[src/rtl/iter_divider.sv]
// iter_divider: 32-bit signed/unsigned restoring divider that produces one quotient bit per clock
module iter_divider (
    input  logic        clk,
    input  logic        rst,
    input  logic        start,
    input  logic        sgn,
    input  logic [31:0] a,
    input  logic [31:0] b,
    output logic        busy,
    output logic        done,
    output logic        div0,
    output logic [31:0] hi,
    output logic [31:0] lo
);
    typedef enum logic [1:0] {IDLE, RUN, FIN} state_t;
    state_t      r_state, w_next;
    logic [5:0]  r_cnt;
    logic [31:0] r_dvd, r_bmag, r_rem, r_quo;
    logic        r_neg_q, r_neg_r, r_dz;
    logic [31:0] w_amag, w_bmag, w_rem;
    logic [32:0] w_sh;
    logic        w_ge, w_bz;
    assign w_bz   = (b == 32'd0);
    assign w_amag = (sgn && a[31]) ? -a : a;
    assign w_bmag = (sgn && b[31]) ? -b : b;
    assign w_sh   = {r_rem, r_dvd[31]};
    assign w_ge   = (w_sh >= {1'b0, r_bmag});
    assign w_rem  = w_ge ? (w_sh[31:0] - r_bmag) : w_sh[31:0];
    // State register
    always_ff @(posedge clk or posedge rst) begin
        if (rst) r_state <= IDLE;
        else     r_state <= w_next;
    end
    // Next state: a zero divisor skips the iterations and goes straight to FIN
    always_comb begin
        w_next = r_state;
        if (r_state == IDLE && start) w_next = w_bz ? FIN : RUN;
        else if (r_state == RUN && r_cnt == 6'd31) w_next = FIN;
        else if (r_state == FIN) w_next = IDLE;
    end
    // Datapath: capture operands, shift-subtract in RUN, publish sign-corrected result in FIN
    always_ff @(posedge clk or posedge rst) begin
        if (rst) begin
            busy    <= 1'b0;
            done    <= 1'b0;
            div0    <= 1'b0;
            hi      <= 32'd0;
            lo      <= 32'd0;
            r_cnt   <= 6'd0;
            r_dvd   <= 32'd0;
            r_bmag  <= 32'd0;
            r_rem   <= 32'd0;
            r_quo   <= 32'd0;
            r_neg_q <= 1'b0;
            r_neg_r <= 1'b0;
            r_dz    <= 1'b0;
        end else begin
            done <= 1'b0;
            case (r_state)
                IDLE: if (start) begin
                    busy    <= 1'b1;
                    r_cnt   <= 6'd0;
                    r_dvd   <= w_amag;
                    r_bmag  <= w_bmag;
                    // divide-by-zero result is preloaded here so FIN handles both paths alike
                    r_rem   <= w_bz ? a : 32'd0;
                    r_quo   <= w_bz ? 32'hFFFF_FFFF : 32'd0;
                    r_dz    <= w_bz;
                    r_neg_q <= sgn && (a[31] ^ b[31]) && !w_bz;
                    r_neg_r <= sgn && a[31] && !w_bz;
                end
                RUN: begin
                    r_cnt <= r_cnt + 6'd1;
                    r_dvd <= {r_dvd[30:0], 1'b0};
                    r_rem <= w_rem;
                    r_quo <= {r_quo[30:0], w_ge};
                end
                FIN: begin
                    busy <= 1'b0;
                    done <= 1'b1;
                    div0 <= r_dz;
                    lo   <= r_neg_q ? -r_quo : r_quo;
                    hi   <= r_neg_r ? -r_rem : r_rem;
                end
                default: ;
            endcase
        end
    end
endmodule
[config.mk]
export PLATFORM = sky130hd
export DESIGN_NAME = iter_divider
export DESIGN_NICKNAME = d
export VERILOG_FILES = /design/src/rtl/iter_divider.sv
export SDC_FILE = /design/constraint.sdc
export NUM_CORES = 1
export LEC_CHECK = 0
export ABC_AREA = 1
export CAP_MARGIN = 40
export CORE_UTILIZATION = 30
export CTS_CLUSTER_DIAMETER = 50
export DETAILED_ROUTE_END_ITERATION = 8
export PLACE_DENSITY = 0.48
export RECOVER_POWER = 50
export SYNTH_ARGS = -nofsm -noshare
export SYNTH_HDL_FRONTEND = slang
export SYNTH_SLANG_ARGS = --single-unit
[constraint.sdc]
create_clock -name clk -period 20.5 [get_ports clk]
set_input_delay 4.1 -clock clk [delete_from_list [all_inputs] [get_ports clk]]
set_output_delay 4.1 -clock clk [all_outputs]
set_load 0.01 [all_outputs]
==> results.py, run 1 <==
metrics = {
    "outcome": {
        "status": "complete, but fails checks",
        "violations": "capacitance limit, slew limit",
    },
    "placed_design": {
        "place_area_um2": 16800,
        "hpwl_mm": 39.0,
        "place_congestion": 0.908,
        "port_buffers": 134,
    },
    "power": {
        "netSwitchingPower_uw": 255,
        "p_seq_share_pct": 37.7,
        "power_leakage_nw": 8.79,
        "p_int_uw": 824,
        "peakVddDrop_uv": 41.7,
        "p_comb_share_pct": 5.3,
        "powerDensity_nw_per_um2": 60.3,
        "switching_share_pct": 23.6,
        "clkPwrFrac_pct": 57.0,
    },
    "layout": {
        "regArea_um2": 5150,
        "multi_input_area_um2": 8030,
        "final_area_um2": 17900,
        "drive_gt1_share_pct": 4.25,
        "fillers": 5181,
        "diodes": 0,
        "area_growth_pct": 21.4,
        "final_util_pct": 37.2,
        "final_nets": 2435,
    },
    "drt": {
        "vias": 14400,
        "drc_errors": 0,
        "vias_per_cell": 4.86,
        "drtIter0Drc": 1053,
        "first_pass_iters": 5,
        "postRouteWirelength_mm": 50.9,
        "ant_nets": 0,
        "routedWlPerCell_um": 17.2,
    },
    "clock_network": {
        "htree_levels": 2,
        "post-cts-setup-buffer-count": 0,
        "cts_tree": "built",
        "cts_hold_buf": 0,
        "cts_root_buffer": "clkbuf_16",
        "cts-buffers-inserted": 34,
        "cts_resized": 0,
        "clock-sinks": 206,
        "clock_latency_ns": 0.55,
        "clkSlewWorstSetupHoldPaths_ns": 0.05,
        "cts.path.max_buffers": 3,
    },
    "die": {
        "pin_count": 135,
        "die_x_um": 224,
        "dieHeight_um": 224,
        "start_util_pct": 30.7,
        "core_um2": 48000,
        "num_rows": 80,
        "fp.dieArea_um2": 50000,
    },
    "sta": {
        "finClkSkew_ns": 0.0258,
        "min_period_ns": 10.51,
        "drv_slew": 321,
        "rsz0062_at_grt": "no",
        "fin_crit_sh_pct": 51.3,
        "max_freq_ghz": 0.0951,
        "finalSetupViolCount": 0,
        "tightest_slew_ns": 5.67,
        "max_slew_margin_pct": -278,
        "final.setup.tns_ns": 0,
        "finalHoldViolations": 0,
    },
    "setup_path": {
        "cp_num_buf_inv": 3,
        "max_stage_delay_ns": 3.99,
        "crit_path_start_kind": "primary input",
        "critical_path_class": "in2async",
        "cp-end-kind": "asynchronous set/reset pin",
        "critPathMaxFanout": 103,
        "critical_path.top_delay_family": "buffers and inverters",
        "cp_cell_sequence": "dlygate4sd3_1 > clkinvlp_2 > clkbuf_1",
        "critical-path-slowest-cell": "clkbuf_1",
        "worstPathArrival_ns": 9.77,
        "required_ns": 19.75,
    },
    "yosys": {
        "synth_top_area_cell": "dfrtp_1",
        "syn_inst": 2218,
        "synthArstFlopShare_pct": 100,
        "syn_nets": 2324,
        "synth-compound-area-share_pct": 10.3,
        "synth_ff_type": "dfrtp_1",
        "synthTopCellsByArea": "dfrtp_1 (35%), nand2_1 (18%), inv_1 (7.9%)",
        "synth_top_area_share_pct": 35.0,
        "syn_area_um2": 14700,
        "synth_xor_xnor_area_share_pct": 4.93,
        "ys_ff_latch": 206,
        "synthAdderAreaFrac_pct": 3.28,
        "ys_warn_count": 0,
        "synth_top_family_by_area": "simple AND/OR/NAND/NOR gates",
        "synthSimpleGateAreaFrac_pct": 35.8,
        "synth_edf_count": 0,
        "synth.area.mux_share_pct": 0,
        "syn_area_per_cell_um2": 6.64,
        "seq_area_frac_synth_pct": 35.0,
        "synthDistinctLibCells": 45,
    },
    "flow_run": {
        "drv_cap": 6,
    },
    "global_route": {
        "grt_pass1_vias": 14200,
        "antenna_found_initial": 0,
        "grt_pass1_wl_mm": 81.2,
        "grt_max_degree": 104,
        "overflow": 0,
        "grtUsageTotal_pct": 20.8,
    },
    "hold_path": {
        "hp-class": "reg2reg",
    },
}
==> power groups by stage <==
stage / logic, mW / registers (mW) / clock network [mW]
after floorplan: 0.0258 / 0.414 / 0
after global placement: 0.0569 / 0.414 / 0
after detailed placement: 0.0590 / 0.414 / 0
after CTS: 0.0592 / 0.407 / 0.633
after global routing: 0.0630 / 0.407 / 0.646
final: 0.0567 / 0.407 / 0.615
==> layout by cell type (no fill, tap or decap), types with 5 or more instances in the layout <==
master	count
a22oi_1	26
o22ai_1	7
xnor2_1	20
nand3_1	225
o31ai_1	6
nand3b_1	19
o221ai_1	31
ha_1	37
nor2_1	205
a31oi_1	6
nand4_1	25
xor2_1	63
buf_4	8
clkbuf_1	8
dfrtp_1	206
nand3_2	11
nor3_1	22
o21ai_0	132
clkdlybuf4s50_1	133
nand2_1	705
inv_1	311
clkinv_1	5
nor2_4	5
bufinv_16	6
clkbuf_16	34
a21oi_1	37
==> synthesized netlist by cell type, types with 5 or more instances <==
library cell  number
nand3b_1          19
buf_4              5
clkbuf_1          54
ha_1              37
a21oi_1           37
xor2_1            63
o31ai_1            6
nand3_2           11
o21ai_0          132
o22ai_1            7
buf_2             11
a22oi_1           26
dfrtp_1          206
buf_6              5
inv_1            311
nor3_1            22
o221ai_1          31
nand2_1          705
a31oi_1            6
nor2_1           208
xnor2_1           20
nand4_1           25
nand3_1          225
==> metrics by stage <==
step | cells | hold WS, ns | power, mW | setup slack [ns]
2_1_floorplan | 2218 | 0.449 | 0.440 | 10.78
3_3_place_gp | 2901 | 0.463 | 0.471 | 13.60
3_5_place_dp | 2908 | 0.466 | 0.473 | 13.58
4_1_cts | 2967 | 0.481 | 1.10 | 14.14
5_1_grt | 2967 | 0.493 | 1.12 | 8.47
6_report | 2967 | 0.477 | 1.08 | 9.99
==> sequential cells by signal, summed over array words and instances (netlist names) <==
name and count:
hi 32, busy 1, lo 32, done 1, div0 1, r_bmag 32, r_dz 1, r_dvd 32
r_neg_r 1, r_quo 32, r_neg_q 1, r_rem 32, r_cnt 6, r_state 2
==> worst min-delay path, stage by stage, from the launching register on <==
cell and delay, ns:
dfrtp_1 0.34, nand2_1 0.06, nand2_1 0.05
==> cell type report <==
class / instances / share of cell area [%]
inverters: 319 / 6.70
flip-flops and latches: 206 / 28.8
multi-input cells: 1616 / 44.9
repair buffers: 152 / 8.58
well taps: 615 / 4.30
clock inverters: 19 / 1.62
clock buffers: 40 / 5.11
==> path summary, 6_finish.rpt <==
check                                       start               endpoint  slack, ns  depth (start not counted)
min in group asynchronous                     rst     hi[12]$_DFFE_PP0P_       4.44                          2
max reg2reg                r_state[1]$_DFFE_PP0P_      lo[4]$_DFFE_PP0P_      15.56                          7
min reg2reg                    lo[27]$_DFFE_PP0P_     lo[27]$_DFFE_PP0P_       0.48                          2
max in group clk                             b[0]  r_quo[31]$_DFFE_PP0P_      14.11                         11
max                                           rst         done$_DFF_PP0_       9.99                          3
min                            lo[27]$_DFFE_PP0P_     lo[27]$_DFFE_PP0P_       0.48                          2
==> metal layers <==
layer	routed length [µm]	up-vias	GRT usage, %	share of wire [%]
met2	22900	359	33.4	45
met4	1760	0	8.26	3.5
met3	2150	88	2.65	4.2
met5	0	-	0	0
met1	24000	6636	28.3	47
li1	-	7330	-	-
==> cell families after synthesis <==
group           count (synthesis)
xor+xnor                       83
flops                         206
compound gates                256
fa+ha+maj                      38
buf+inv                       396
simple gates                 1239
(Power assumes the default switching activity.)
==> inputs of run 2 (changes only) <==
==> constraint.sdc (replaced) <==
create_clock -name clk -period 9.8 [get_ports clk]
set_input_delay 1.96 -clock clk [delete_from_list [all_inputs] [get_ports clk]]
set_output_delay 1.96 -clock clk [all_outputs]
set_load 0.01 [all_outputs]
==> run 2 against run 1 <==
  * The flow still finishes with violations (capacitance limit, slew limit)
  * Sequential share of layout area about the same
  * Sequential power up 110%
  * Hold slack worse by 0.0026 ns
  * Via count up 0.90%
  * Global-route usage down 0.13 points
  * Setup slack worse by 5.2 ns
  * Die area unchanged
  * Clock power up 95%
  * Non-clock buffer count up 2
  * Wire length up 0.81%
  * Critical path type is now reg2reg
  * Highest routed layer unchanged
==> results.py, run 2 (synthesis results as in run 1) <==
metrics = {
    "outcome": {
        "status": "complete, but fails checks",
        "violations": "capacitance limit, slew limit",
    },
    "drt": {
        "routedWlPerCell_um": 17.3,
        "vias": 14500,
        "first_pass_iters": 5,
        "postRouteWirelength_mm": 51.3,
        "drtIter0Drc": 1038,
        "drc_errors": 0,
        "ant_nets": 0,
        "vias_per_cell": 4.89,
    },
    "layout": {
        "diodes": 0,
        "stdcell_count": 2972,
        "multi_input_area_um2": 8030,
        "layout_common_cells": "nand2_1 (705), inv_1 (311), nand3_1 (225), dfrtp_1 (206), nor2_1 (205)",
        "area_growth_pct": 21.4,
        "regArea_um2": 5150,
        "layout_commonest_cell": "nand2_1",
        "drive_gt1_share_pct": 4.45,
        "final_nets": 2438,
        "fillers": 5181,
    },
    "sta": {
        "finalSetupViolCount": 0,
        "fin_crit_sh_pct": 51.5,
        "max_slew_margin_pct": -143,
        "final.setup.tns_ns": 0,
        "finClkSkew_ns": 0.0249,
        "holdWs_ns": 0.475,
        "min_period_ns": 5.04,
        "finalHoldViolations": 0,
        "rsz0062_at_grt": "no",
        "max_freq_ghz": 0.198,
        "tightest_slew_ns": 3.62,
        "drv_slew": 201,
        "layout_setup_ws_ns": 4.76,
    },
    "setup_path": {
        "critPathMaxFanout": 86,
        "cpMostUsedCell": "clkbuf_1",
        "max_stage_delay_ns": 2.41,
        "worstPathArrival_ns": 5.30,
        "required_ns": 10.05,
        "critical-path-slowest-cell": "clkbuf_1",
        "startpoint": "r_state[1]$_DFFE_PP0P_",
        "timing.rr.start": "r_state[1]$_DFFE_PP0P_",
        "reg2reg_to": "lo[4]$_DFFE_PP0P_",
        "critical_path_class": "reg2reg",
        "ff2ff_path_depth": 7,
        "crit_path_start_kind": "flip-flop",
        "cp-end-kind": "flip-flop",
        "cp_cell_sequence": "inv_1 > nor2_2 > clkbuf_1 > clkinv_1 > clkbuf_1 > clkbuf_1 > o21ai_0",
        "r2r_slack_ns": 4.76,
    },
    "die": {
        "die_x_um": 224,
        "core_um2": 48000,
        "pin_count": 135,
        "num_rows": 80,
        "fp.dieArea_um2": 50000,
        "start_util_pct": 30.7,
        "dieHeight_um": 224,
    },
    "global_route": {
        "overflow": 0,
        "grt_pass1_vias": 14000,
        "antenna_found_initial": 0,
        "grtUsageTotal_pct": 20.7,
        "grt_pass1_wl_mm": 80.3,
        "grt_max_degree": 87,
    },
    "power": {
        "peakVddDrop_uv": 85.9,
        "p_int_mw": 1.64,
        "p_comb_share_pct": 5.6,
        "powerDensity_nw_per_um2": 121,
        "netSwitchingPower_uw": 536,
        "clkPwrFrac_pct": 55.2,
        "power_leakage_nw": 8.80,
        "p_seq_share_pct": 39.2,
        "switching_share_pct": 24.7,
    },
    "clock_network": {
        "cts_tree": "built",
        "post-cts-setup-buffer-count": 0,
        "cts_hold_buf": 0,
        "cts.path.max_buffers": 3,
        "cts-buffers-inserted": 35,
        "htree_levels": 2,
        "clock-sinks": 206,
        "cts_root_buffer": "clkbuf_16",
        "clkSlewWorstSetupHoldPaths_ns": 0.05,
        "clock_latency_ns": 0.54,
        "cts_resized": 0,
    },
    "placed_design": {
        "post-place-ws_ns": 5.00,
        "port_buffers": 134,
        "hpwl_mm": 38.9,
        "dp.cells": 2910,
        "place_congestion": 0.886,
    },
    "hold_path": {
        "hp-class": "reg2reg",
        "hp-start": "lo[29]$_DFFE_PP0P_",
        "min_to": "lo[29]$_DFFE_PP0P_",
        "min_path_cells": 2,
    },
    "flow_run": {
        "drv_cap": 3,
    },
}
[run 2: cell types whose count changed in the layout (fill, tap and decap cells not counted), moves of 2 or more]
cell	change
clkinv_2	+5
bufinv_16	-5
clkbuf_16	+2
buf_16	+2
[run 2: cell type report]
class	count	share of cell area (%)
multi-input cells	1616	44.9
flip-flops and latches	206	28.8
repair buffers	154	8.95
inverters	319	6.70
clock buffers	44	5.48
well taps	615	4.30
clock inverters	18	0.874
[run 2: per-stage QoR]
stage          power, mW  utilization, %  instance area [µm²]
6_report            2.17            37.2                17900
2_1_floorplan      0.920               -                14700
3_5_place_dp       0.989            35.0                16800
3_3_place_gp       0.985            34.5                16600
4_1_cts             2.21            37.3                17900
5_1_grt             2.25            37.2                17900
[run 2: critical path, delay by kind of cell, from the launching register on]
family,cells,cell delay (ns)
compound gates,1,0.45
flops,1,0.41
simple gates,1,0.04
buf+inv,5,3.75
[run 2: worst max path at each step]
stage	endpoint	slack, ns	cells after the start
after floorplan	busy$_DFFE_PP0P_	2.22	1
after global placement	r_quo[14]$_DFFE_PP0P_	5.04	11
after detailed placement	r_quo[2]$_DFFE_PP0P_	5.00	11
after CTS	r_quo[28]$_DFFE_PP0P_	5.57	11
after global routing	lo[4]$_DFFE_PP0P_	4.02	7
final	lo[4]$_DFFE_PP0P_	4.76	7
[run 2: power groups by stage]
stage          registers, mW  clock network [mW]  logic [mW]
2_1_floorplan          0.866                   0      0.0540
3_3_place_gp           0.866                   0       0.119
3_5_place_dp           0.866                   0       0.123
4_1_cts                0.851                1.24       0.123
5_1_grt                0.851                1.27       0.134
6_report               0.852                1.20       0.121
[run 2: layer usage]
metal  vias to the layer above  share of wire (%)  GRT usage (%)
met5                         -                  0              0
met3                        83                4.2           2.39
li1                       7344                  -              -
met2                       367                 45           33.2
met4                         0                3.0           7.58
met1                      6749                 47           28.6
==> inputs of run 3 (changes only) <==
==> constraint.sdc (replaced) <==
create_clock -name clk -period 4.9 [get_ports clk]
set_input_delay 0.98 -clock clk [delete_from_list [all_inputs] [get_ports clk]]
set_output_delay 0.98 -clock clk [all_outputs]
set_load 0.01 [all_outputs]
==> run 3 against run 2 <==
  * The flow still finishes with violations (capacitance limit, slew limit)
  * Largest cell class unchanged
  * Clock skew down 0.0020 ns
  * Sequential cell count unchanged
  * Fmax up 40%
  * Non-clock buffer count unchanged
  * Combinational power up 97%
  * Largest power group unchanged
  * Hold slack better by 0.00071 ns
  * Critical endpoint is now lo[11]$_DFFE_PP0P_
  * Sequential power up 100%
  * Cell count unchanged
  * Cell area down 0.24%
  * Clock-buffer cell count down 5
  * Global-route usage about the same
  * Die area unchanged
==> results.py, run 3 (synthesis results as in run 1) <==
metrics = {
    "layout": {
        "drive_gt1_share_pct": 4.84,
        "area_growth_pct": 21.1,
        "final_nets": 2437,
        "diodes": 0,
        "stdcell_count": 2972,
        "layout_common_cells": "nand2_1 (705), inv_1 (310), nand3_1 (225), dfrtp_1 (206), nor2_1 (204)",
        "layout_commonest_cell": "nand2_1",
    },
    "setup_path": {
        "critical_path_class": "reg2reg",
        "crit_path_start_kind": "flip-flop",
        "cp-end-kind": "flip-flop",
        "required_ns": 5.35,
        "ff2ff_path_depth": 5,
        "critPathMaxFanout": 53,
        "r2r_slack_ns": 1.31,
        "timing.rr.start": "r_state[0]$_DFFE_PP0P_",
        "worstPathArrival_ns": 4.04,
        "reg2reg_to": "lo[11]$_DFFE_PP0P_",
    },
    "drt": {
        "routedWlPerCell_um": 17.2,
        "vias_per_cell": 4.86,
        "ant_nets": 0,
        "postRouteWirelength_mm": 51.2,
        "drtIter0Drc": 982,
        "first_pass_iters": 5,
        "vias": 14500,
        "drc_errors": 0,
    },
    "power": {
        "peakVddDrop_uv": 175,
        "powerDensity_nw_per_um2": 246,
        "power_leakage_nw": 8.79,
    },
    "clock_network": {
        "cts_tree": "built",
        "cts-buffers-inserted": 34,
        "clock_latency_ns": 0.55,
        "cts_hold_buf": 0,
        "clock-sinks": 206,
        "post-cts-setup-buffer-count": 0,
        "clkSlewWorstSetupHoldPaths_ns": 0.06,
        "htree_levels": 2,
        "cts_resized": 0,
        "cts_root_buffer": "clkbuf_16",
        "cts.path.max_buffers": 3,
    },
    "die": {
        "core_um2": 48000,
        "num_rows": 80,
        "pin_count": 135,
        "fp.dieArea_um2": 50000,
        "dieHeight_um": 224,
        "die_x_um": 224,
        "start_util_pct": 30.7,
    },
    "outcome": {
        "violations": "capacitance limit, slew limit",
        "status": "complete, but fails checks",
    },
    "sta": {
        "finalSetupViolCount": 0,
        "finClkSkew_ns": 0.0229,
        "finalHoldViolations": 0,
        "max_freq_ghz": 0.278,
        "tightest_slew_ns": 2.28,
        "final.setup.tns_ns": 0,
        "fin_crit_sh_pct": 73.3,
        "min_period_ns": 3.59,
        "drv_slew": 286,
        "holdWs_ns": 0.475,
        "max_slew_margin_pct": -51.8,
        "rsz0062_at_grt": "no",
    },
    "global_route": {
        "overflow": 0,
        "grt_pass1_wl_mm": 80.6,
        "grtUsageTotal_pct": 20.7,
        "grt_max_degree": 129,
        "grt_pass1_vias": 14100,
        "antenna_found_initial": 0,
    },
    "placed_design": {
        "port_buffers": 134,
        "hpwl_mm": 38.9,
        "place_congestion": 0.881,
        "dp.cells": 2910,
    },
    "hold_path": {
        "hp-class": "reg2reg",
        "hp-start": "hi[16]$_DFFE_PP0P_",
        "min_to": "hi[16]$_DFFE_PP0P_",
        "min_path_cells": 2,
    },
    "flow_run": {
        "drv_cap": 4,
    },
}
-- run 3: worst max-delay path, stage by stage, from the launching register on --
cell and delay (ns):
dfrtp_1 0.44, nor2_2 0.12, clkbuf_1 1.29, inv_2 0.75, buf_4 0.49, o31ai_1 0.33
-- run 3: report_power, final --
part | internal (mW) | switching (mW) | leakage, nW | total (mW)
Clock | 1.49 | 0.966 | 0.568 | 2.45
Combinational | 0.0837 | 0.154 | 5.83 | 0.238
Sequential | 1.70 | 0 | 2.39 | 1.70
-- run 3: final cells by class --
class                   instances  area (µm²)
fillers                      5163       30200
clock buffers                  39         920
multi-input cells            1616        8030
well taps                     615         769
inverters                     319        1200
repair buffers                154        1520
clock inverters                23         253
flip-flops and latches        206        5150
-- run 3: worst max-delay path by stage --
stage / start / to / slack, ns
3_3_place_gp: b[0] / r_quo[14]$_DFFE_PP0P_ / 1.41
6_report: r_state[0]$_DFFE_PP0P_ / lo[11]$_DFFE_PP0P_ / 1.31
4_1_cts: r_rem[12]$_DFFE_PP0P_ / r_rem[22]$_DFFE_PP0P_ / 1.85
5_1_grt: r_state[0]$_DFFE_PP0P_ / busy$_DFFE_PP0P_ / 0.99
2_1_floorplan: rst / busy$_DFFE_PP0P_ / 1.25
3_5_place_dp: b[0] / r_quo[17]$_DFFE_PP0P_ / 1.36
-- run 3: stage by stage --
stage | total power, mW | cell area [µm²] | util [%] | setup slack, ns
after floorplan | 1.84 | 14700 | - | 1.25
after global placement | 1.98 | 16700 | 34.7 | 1.41
after detailed placement | 1.98 | 16700 | 34.8 | 1.36
after CTS | 4.47 | 17900 | 37.2 | 1.85
after global routing | 4.55 | 17800 | 37.1 | 0.989
final | 4.39 | 17800 | 37.1 | 1.31
-- run 3: routing by layer --
layer	global-route usage [%]	part of all wire [%]	wire length, µm
met2	33.6	45	23300
met4	6.87	3.0	1560
met5	0	0	0
met1	28.2	48	24300
met3	2.99	4.0	2040
